File: config.mk
export PLATFORM = sky130hd
export DESIGN_NAME = ofm_tx_arb
export DESIGN_NICKNAME = d
export VERILOG_FILES = /design/src/rtl/ofm_tx_arb.sv
export SDC_FILE = /design/constraint.sdc
export NUM_CORES = 1
export LEC_CHECK = 0
export BUFFER_PORTS_ARGS = -buffer_cell sky130_fd_sc_hd__buf_2
export CAP_MARGIN = 20
export CORE_AREA = 2 2 147 149
export CTS_CLUSTER_SIZE = 40
export DETAILED_ROUTE_END_ITERATION = 8
export DIE_AREA = 0 0 149 151
export HOLD_SLACK_MARGIN = 0.02
export SLEW_MARGIN = 15
export SYNTH_ARGS = -nofsm -noshare
export SYNTH_HDL_FRONTEND = slang
export SYNTH_SLANG_ARGS = --single-unit
File: constraint.sdc
create_clock -name mm2s_clk -period 1.9 [get_ports mm2s_clk]
set_clock_uncertainty 0.1 [all_clocks]
set_input_delay 0.19 -clock mm2s_clk [delete_from_list [all_inputs] [get_ports mm2s_clk]]
set_output_delay 0.19 -clock mm2s_clk [all_outputs]
set_load 0.1 [all_outputs]
File: src/rtl/ofm_tx_arb.sv
// Packet-granular 2:1 arbiter that shares one txc/txd AXI-Stream pair between two MM2S DMA channels.
// A granted channel owns the outputs from its first control beat through its last data beat.
module ofm_tx_arb #(
  parameter int C_FIXED_PRIO = 0
) (
  input  logic        mm2s_clk,
  input  logic        mm2s_resetn,
  input  logic [31:0] s0_txc_tdata,
  input  logic [3:0]  s0_txc_tkeep,
  input  logic        s0_txc_tvalid,
  input  logic        s0_txc_tlast,
  output logic        s0_txc_tready,
  input  logic [63:0] s0_txd_tdata,
  input  logic [7:0]  s0_txd_tkeep,
  input  logic        s0_txd_tvalid,
  input  logic        s0_txd_tlast,
  output logic        s0_txd_tready,
  input  logic [31:0] s1_txc_tdata,
  input  logic [3:0]  s1_txc_tkeep,
  input  logic        s1_txc_tvalid,
  input  logic        s1_txc_tlast,
  output logic        s1_txc_tready,
  input  logic [63:0] s1_txd_tdata,
  input  logic [7:0]  s1_txd_tkeep,
  input  logic        s1_txd_tvalid,
  input  logic        s1_txd_tlast,
  output logic        s1_txd_tready,
  output logic [31:0] txc_tdata,
  output logic [3:0]  txc_tkeep,
  output logic        txc_tvalid,
  output logic        txc_tlast,
  input  logic        txc_tready,
  output logic [63:0] txd_tdata,
  output logic [7:0]  txd_tkeep,
  output logic        txd_tvalid,
  output logic        txd_tlast,
  input  logic        txd_tready,
  output logic [15:0] pkt_cnt0,
  output logic [15:0] pkt_cnt1,
  output logic [3:0]  arb_dbg
);

  typedef enum logic [1:0] {
    IDLE = 2'b00,
    CTRL = 2'b01,
    DATA = 2'b10
  } state_e;

  state_e      state_q, state_d;
  logic        grant_q, grant_d;
  logic        rr_ptr_q, rr_ptr_d;
  logic [15:0] cnt0_q, cnt0_d;
  logic [15:0] cnt1_q, cnt1_d;
  logic        g_txc_tvalid, g_txd_tvalid;
  logic        c_rdy, d_rdy;

  // Payload always follows the registered grant, so idle outputs stay X-free.
  assign txc_tdata    = grant_q ? s1_txc_tdata  : s0_txc_tdata;
  assign txc_tkeep    = grant_q ? s1_txc_tkeep  : s0_txc_tkeep;
  assign txc_tlast    = grant_q ? s1_txc_tlast  : s0_txc_tlast;
  assign txd_tdata    = grant_q ? s1_txd_tdata  : s0_txd_tdata;
  assign txd_tkeep    = grant_q ? s1_txd_tkeep  : s0_txd_tkeep;
  assign txd_tlast    = grant_q ? s1_txd_tlast  : s0_txd_tlast;
  assign g_txc_tvalid = grant_q ? s1_txc_tvalid : s0_txc_tvalid;
  assign g_txd_tvalid = grant_q ? s1_txd_tvalid : s0_txd_tvalid;

  assign s0_txc_tready = c_rdy & ~grant_q;
  assign s1_txc_tready = c_rdy &  grant_q;
  assign s0_txd_tready = d_rdy & ~grant_q;
  assign s1_txd_tready = d_rdy &  grant_q;

  assign pkt_cnt0 = cnt0_q;
  assign pkt_cnt1 = cnt1_q;
  assign arb_dbg  = {grant_q, state_q, rr_ptr_q};

  always_comb begin
    state_d    = state_q;
    grant_d    = grant_q;
    rr_ptr_d   = rr_ptr_q;
    cnt0_d     = cnt0_q;
    cnt1_d     = cnt1_q;
    txc_tvalid = 1'b0;
    txd_tvalid = 1'b0;
    c_rdy      = 1'b0;
    d_rdy      = 1'b0;
    case (state_q)
      IDLE: begin
        if (s0_txc_tvalid || s1_txc_tvalid) begin
          state_d = CTRL;
          if (s0_txc_tvalid && s1_txc_tvalid)
            grant_d = (C_FIXED_PRIO != 0) ? 1'b0 : rr_ptr_q;
          else
            grant_d = s1_txc_tvalid;
        end
      end
      CTRL: begin
        txc_tvalid = g_txc_tvalid;
        c_rdy      = txc_tready;
        if (g_txc_tvalid && txc_tready && txc_tlast)
          state_d = DATA;
      end
      DATA: begin
        txd_tvalid = g_txd_tvalid;
        d_rdy      = txd_tready;
        if (g_txd_tvalid && txd_tready && txd_tlast) begin
          state_d  = IDLE;
          rr_ptr_d = ~grant_q;
          if (grant_q) cnt1_d = cnt1_q + 16'd1;
          else         cnt0_d = cnt0_q + 16'd1;
        end
      end
      default: state_d = IDLE;
    endcase
  end

  always_ff @(posedge mm2s_clk or negedge mm2s_resetn) begin
    if (!mm2s_resetn) begin
      state_q  <= IDLE;
      grant_q  <= 1'b0;
      rr_ptr_q <= 1'b0;
      cnt0_q   <= 16'd0;
      cnt1_q   <= 16'd0;
    end else begin
      state_q  <= state_d;
      grant_q  <= grant_d;
      rr_ptr_q <= rr_ptr_d;
      cnt0_q   <= cnt0_d;
      cnt1_q   <= cnt1_d;
    end
  end

endmodule

==> results of run 1 <==
## per-layer routing
metal | track usage, % | part of all wire (%)
met3 | 4.88 | 7.5
met2 | 25.4 | 53
met5 | 0 | 0.28
met1 | 18.0 | 38
met4 | 2.90 | 1.5
## kinds of logic after synthesis
group                      Yosys count
AOI/OAI and AO/OA                    7
xor gates and xnor gates            30
adders and majority gates            2
buffers and inverters               22
DFF                                 36
muxes                              114
and+or+nand+nor                     70
## flip-flops by register name (all words and copies together), names as in the netlist
signal,cells
grant_q,1
pkt_cnt1,16
pkt_cnt0,16
rr_ptr_q,1
state_q,2
## critical path: cells and delay by family (launching register included)
family,cells,cell delay [ns]
flops,1,0.49
simple gates,3,1.13
xor+xnor,1,0.13
## power by group
group | leakage (nW) | total (W) | switching, W | internal (W)
Sequential | 0.463 | 0.000906 | 0.0000539 | 0.000852
Clock | 0.0808 | 0.000932 | 0.000315 | 0.000617
Combinational | 3.49 | 0.0129 | 0.00811 | 0.00483
## final cells by class
class	instances	area [um2]	share of cell area [%]
repair buffers	403	4010	51.0
multi-input cells	223	2390	30.4
flip-flops and latches	36	942	12.0
well taps	275	344	4.37
clock buffers	6	129	1.64
clock inverters	2	35.0	0.445
inverters	4	15.0	0.191
diodes	1	2.50	0.0318
## timing repair
action	CTS	global route
pin swaps	1	3
hold buffers	1	0
setup buffers	2	1
setup endpoints to repair	114	122
gates cloned	2	1
hold endpoints to repair	17	0
gates resized for setup	16	83
## cell usage after synthesis, types with 4 or more instances
cell / count
buf_2: 5
nand2_1: 19
and3_1: 7
nand4_1: 8
dfrtp_1: 36
xor2_1: 8
xnor2_1: 21
nand3_1: 11
nor2_1: 9
inv_1: 4
mux2_2: 112
clkbuf_1: 10
## stage by stage
stage	TNS, ns	utilization (%)	hold WS (ns)
final	-2.80	37.8	0.0397
after global routing	-7.62	37.8	0.0356
after CTS	-4.20	36.1	0.0324
after detailed placement	-0.0977	34.6	0.0677
after global placement	-0.0698	34.6	0.0656
after floorplan	-3.20	-	-0.206
## path summary, 6_finish.rpt
path	end	slack [ns]
worst min-delay path	grant_q	0.04
min in group asynchronous	pkt_cnt0[9]	0.29
worst min register to register	pkt_cnt0[15]	0.37
max in group asynchronous	pkt_cnt1[1]	0.94
worst max register to register	pkt_cnt0[14]	-0.07
worst max-delay path	pkt_cnt0[14]	-0.07
==> metrics.txt, run 1 <==
run status finished with violations; violations in the final reports negative setup slack; post-synth cell types 36; slack of the critical path -0.0707 ns; number of clock sinks 36; Area growth syn-to-layout 160%; global-route wire length before repair 24,300 um; final routed DRC violation total 0; startpoint type of the worst setup path flop; IR Drop Worst-Case VDD 1.12 mV; post-route fraction of the period consumed by the critical path 104%; number of antenna violations at the first check in global routing 6; Peak Freq 507 MHz; final net count 903; Critical Path Start grant_q; CTS buffer count 5; post-route cell area 7870 um2; required time of the critical path 1.96 ns; GPL Wtd Cong 0.824; setup violation total in the final timing report 111; Critical R2R Launch grant_q; Die Ht 151 um; Post-Layout Cell Count 950; cell accounting for the most synthesized area mux2_2; mux cell area share after synthesis 42.3%; leading cell type in the layout, fill and taps excluded buf_2; Starting Density 14.5%; via-per-instance ratio 3.97; Hold Path Stages 2; startpoint-to-endpoint class of the critical path reg2reg; remaining antenna violation count after routing 0; share of synthesized area occupied by flip-flops and latches 29.8%; largest net degree at the start of global routing 26; Post-Syn Nets 511; Critical Path, Cell by Cell nand4bb_4, or4_4, or3_4, xnor2_2; total number of vias 3,773; worst-path maximum fanout 2; count of max-cap constraint violations 0; Post-synth top flop dfrtp_1; Post-Synth Simple-Gate Area 13.2%; sum of internal, switching and leakage power 0.0148 W; endpoint type of the worst setup path flop; gr ovfl total 0; main combinational cell family by area after synthesis multiplexers; detailed-router iteration count before antenna repair 4; source-to-sink clock delay at the later pin of the worst-skew pair 0.28 ns; Die Span X 149 um; min cycle time layout 1.97 ns; all-layer global routing usage 14.7%; Die Area 22,500 um2; number of slew-limit violations in the final report 0; Max transition margin 62.0%; area of the core region 20,800 um2; source of the worst hold timing path s0_txc_tvalid; transition time at the pin with the least slew margin 0.575 ns; Pwr Density 1880 nW/um2; area share of the largest cell type after synthesis 41.7%; via count of the first global-routing pass 3,755; clock tree from TritonCTS built; maximum root-to-sink buffer count 2; count of filler cells inserted in the layout 2,055; Post-Synth XOR/XNOR Area 8.93%; Post-Syn Area per Cell 10.8 um2; mapped cell area 3030 um2; commonest non-fill, non-tap cells in the layout 262 x buf_2, 120 x buf_12, 73 x mux2_4, 39 x mux2_2, 20 x xnor2_1; Clk Tree Root Cell clkbuf_16; buffers added on ports 379; synth warn 0; Max stage delay cell, worst path or4_4; Iter 0 DRT Violations 60; worst hold path class in2reg; final hold violation count 0; Placed Cells incl. Taps 934; RSZ-0062 raised after global routing yes; H-tree depth 2; slowest stage delay, CP 0.54 ns; Synth area leaders mux2_2 42%, dfrtp_1 30%, xnor2_1 6.1%; compound-cell area share of the yosys netlist 1.49%; clock-pin transition on the worst setup and hold timing paths 0.05 ns; number of flops mapped to enable cells by yosys 0; number of I/O pins 380; area of placed instances 7200 um2; HPWL Detailed 15,700 um; ratio of cells with drive above 1 in the final layout 83.1%; arrival time of the worst setup path 2.03 ns; static leakage 4.04 nW; routed length per instance 19.3 um; wire length after detailed routing 18,300 um; adder and majority cell fraction of the synthesized area 0.827%; fraction of registers with async set/reset 100%; num rows 53; Place WS -0.0634 ns; flops & latches, synth 36; worst r2r path cells 4; post-synthesis instance total 281
Power figures use the tool's default switching activity.
==> run 2, diff against run 1 <==
--- a/config.mk
+++ b/config.mk
@@ -5,12 +5,13 @@
 export SDC_FILE = /design/constraint.sdc
 export NUM_CORES = 1
 export LEC_CHECK = 0
+export ABC_AREA = 1
 export BUFFER_PORTS_ARGS = -buffer_cell sky130_fd_sc_hd__buf_2
 export CAP_MARGIN = 20
-export CORE_AREA = 2 2 147 149
+export CORE_AREA = 2 2 148 150
 export CTS_CLUSTER_SIZE = 40
 export DETAILED_ROUTE_END_ITERATION = 8
-export DIE_AREA = 0 0 149 151
+export DIE_AREA = 0 0 150 152
 export HOLD_SLACK_MARGIN = 0.02
 export SLEW_MARGIN = 15
 export SYNTH_ARGS = -nofsm -noshare
==> metrics.txt, run 2 <==
top cell types by occurrence after synthesis 433 x nand2_1, 36 x dfrtp_1, 36 x nor2_1; commonest non-fill, non-tap cells in the layout 310 x nand2_1, 262 x buf_2, 132 x nand2_2, 121 x buf_12, 34 x nor2_1; arrival time of the worst setup path 1.64 ns; final routed DRC violation total 0; Synth area leaders nand2_1 47%, dfrtp_1 26%, nor2_1 3.9%; synth warn 0; source of the worst hold timing path s0_txc_tvalid; post-route cell area 8310 um2; run status finished with violations; number of flops mapped to enable cells by yosys 0; share of synthesized area occupied by flip-flops and latches 25.9%; flops & latches, synth 36; startpoint-to-endpoint class of the critical path reg2out; area of the core region 21,400 um2; area of placed instances 7790 um2; worst-path maximum fanout 17; post-synth cell types 26; Post-Syn Area per Cell 5.38 um2; leading cell type in the layout, fill and taps excluded nand2_1; RSZ-0062 raised after global routing yes; global-route wire length before repair 31,300 um; slack of the critical path -0.0294 ns; Area growth syn-to-layout 139%; endpoint type of the worst setup path output pin; all-layer global routing usage 18.2%; Pwr Density 2020 nW/um2; clock tree from TritonCTS built; CTS buffer count 5; static leakage 4.33 nW; mapped cell area 3480 um2; source-to-sink clock delay at the later pin of the worst-skew pair 0.28 ns; Max transition margin 65.0%; maximum root-to-sink buffer count 2; post-route fraction of the period consumed by the critical path 102%; count of max-cap constraint violations 0; dominant cell by count in the synthesized netlist nand2_1; startpoint type of the worst setup path flop; via count of the first global-routing pass 5,073; H-tree depth 2; Post-Syn Nets 876; Clk Tree Root Cell clkbuf_16; transition time at the pin with the least slew margin 0.528 ns; Die Span X 150 um; Die Ht 152 um; worst hold path class in2reg; Post-synth top flop dfrtp_1; Hold Path Stages 3; Peak Freq 518 MHz; gr ovfl total 0; violations in the final reports negative setup slack; remaining antenna violation count after routing 0; Die Area 22,800 um2; buffers added on ports 379; routed length per instance 17.2 um; required time of the critical path 1.61 ns; fraction of registers with async set/reset 100%; clock-pin transition on the worst setup and hold timing paths 0.06 ns; cell accounting for the most synthesized area nand2_1; number of antenna violations at the first check in global routing 7; Worst Hold Path EP state_q[0]; setup violation total in the final timing report 3; GPL Wtd Cong 0.920; worst r2r path cells 8; IR Drop Worst-Case VDD 1.15 mV; destination of the worst register-to-register timing path pkt_cnt1[5]; Iter 0 DRT Violations 262; min cycle time layout 1.93 ns; Starting Density 16.3%; minimum hold slack 0.121 ns; total number of vias 5,435; HPWL Detailed 18,200 um; final hold violation count 0; Critical R2R Launch grant_q; number of clock sinks 36; largest net degree at the start of global routing 81; number of slew-limit violations in the final report 0; via-per-instance ratio 4.15; num rows 54; final net count 1,257; wire length after detailed routing 22,600 um; detailed-router iteration count before antenna repair 4; ratio of cells with drive above 1 in the final layout 56.2%; Finished Core Util 38.9%; number of I/O pins 380; area share of the largest cell type after synthesis 46.8%; setup slack, reg-to-reg 0.11 ns; post-synthesis instance total 646
[run 2: changes by cell type in the layout (fill, tap and decap cells not counted), sizes merged, moves of 10 or more]
cell and change:
nor2 +30, nand2 +426, inv +25, mux2 -112, xnor2 -10, o21ai +15
[run 2: layout make-up]
type	instances	area, um2
Fill cell	2229	13000
Timing Repair Buffer	404	4060
Multi-Input combinational cell	548	2660
Sequential cell	36	928
Tap cell	280	350
Clock buffer	8	156
Inverter	31	139
Timing Repair inverter	1	8.76
Antenna cell	3	7.51
[run 2: metrics by stage]
step / instances / worst slack, ns / power, W / TNS (ns)
5_1_grt: 1309 / -0.0680 / 0.0173 / -1.43
2_1_floorplan: 646 / -0.0563 / 0.0102 / -0.0942
4_1_cts: 1296 / -0.0776 / 0.0164 / -0.673
3_3_place_gp: 1285 / 0.0863 / 0.0152 / 0
6_report: 1311 / -0.0294 / 0.0168 / -0.0343
3_5_place_dp: 1285 / 0.0845 / 0.0153 / 0
[run 2: report_power, final]
part,internal [W],switching (W)
clock,0.000558,0.000298
combinational,0.00458,0.0102
sequential,0.000921,0.000216
[run 2: critical path, stage by stage (launching register included)]
cell      delay (ns)
dfrtp_4         0.57
clkinv_8        0.12
buf_12          0.11
buf_16          0.16
nand2_1         0.08
nand2_2         0.12
buf_12          0.19
[run 2: repair_timing]
action / 4_1_cts / 5_1_grt
hold endpoints to repair: 18 / 0
hold buffers: 1 / 0
endpoints found under the setup margin: 105 / 77
buffers inserted: 0 / 7
gates resized for setup: 13 / 30
pin swaps: 1 / 2
gates cloned: 2 / 5
[run 2: worst max-delay path by stage]
| stage | cells after the start | to | startpoint | slack, ns |
|---|---|---|---|---|
| 2_1_floorplan | 3 | s1_txc_tready | state_q[1] | -0.06 |
| 3_3_place_gp | 5 | txd_tdata[29] | grant_q | 0.09 |
| 3_5_place_dp | 5 | txd_tdata[29] | grant_q | 0.08 |
| 4_1_cts | 6 | txc_tvalid | grant_q | -0.08 |
| 5_1_grt | 6 | txd_tdata[55] | grant_q | -0.07 |
| 6_report | 6 | txd_tdata[55] | grant_q | -0.03 |
[run 2: kinds of logic (layout without fill, tap and decap cells)]
group | after synthesis | in the layout | synth area share (%)
compound gates | 20 | 20 | 2.99
fa+ha+maj | 2 | 2 | 0.720
xor+xnor | 17 | 17 | 4.50
flops | 36 | 36 | 25.9
other cells | 0 | 3 | 0
simple gates | 509 | 509 | 57.7
buf+inv | 62 | 444 | 8.14
[run 2: metal layers]
metal | part of all wire, % | track usage (%)
met1 | 42 | 23.1
met2 | 49 | 31.2
met3 | 7.2 | 4.83
met4 | 1.5 | 3.01
met5 | 0.23 | 0
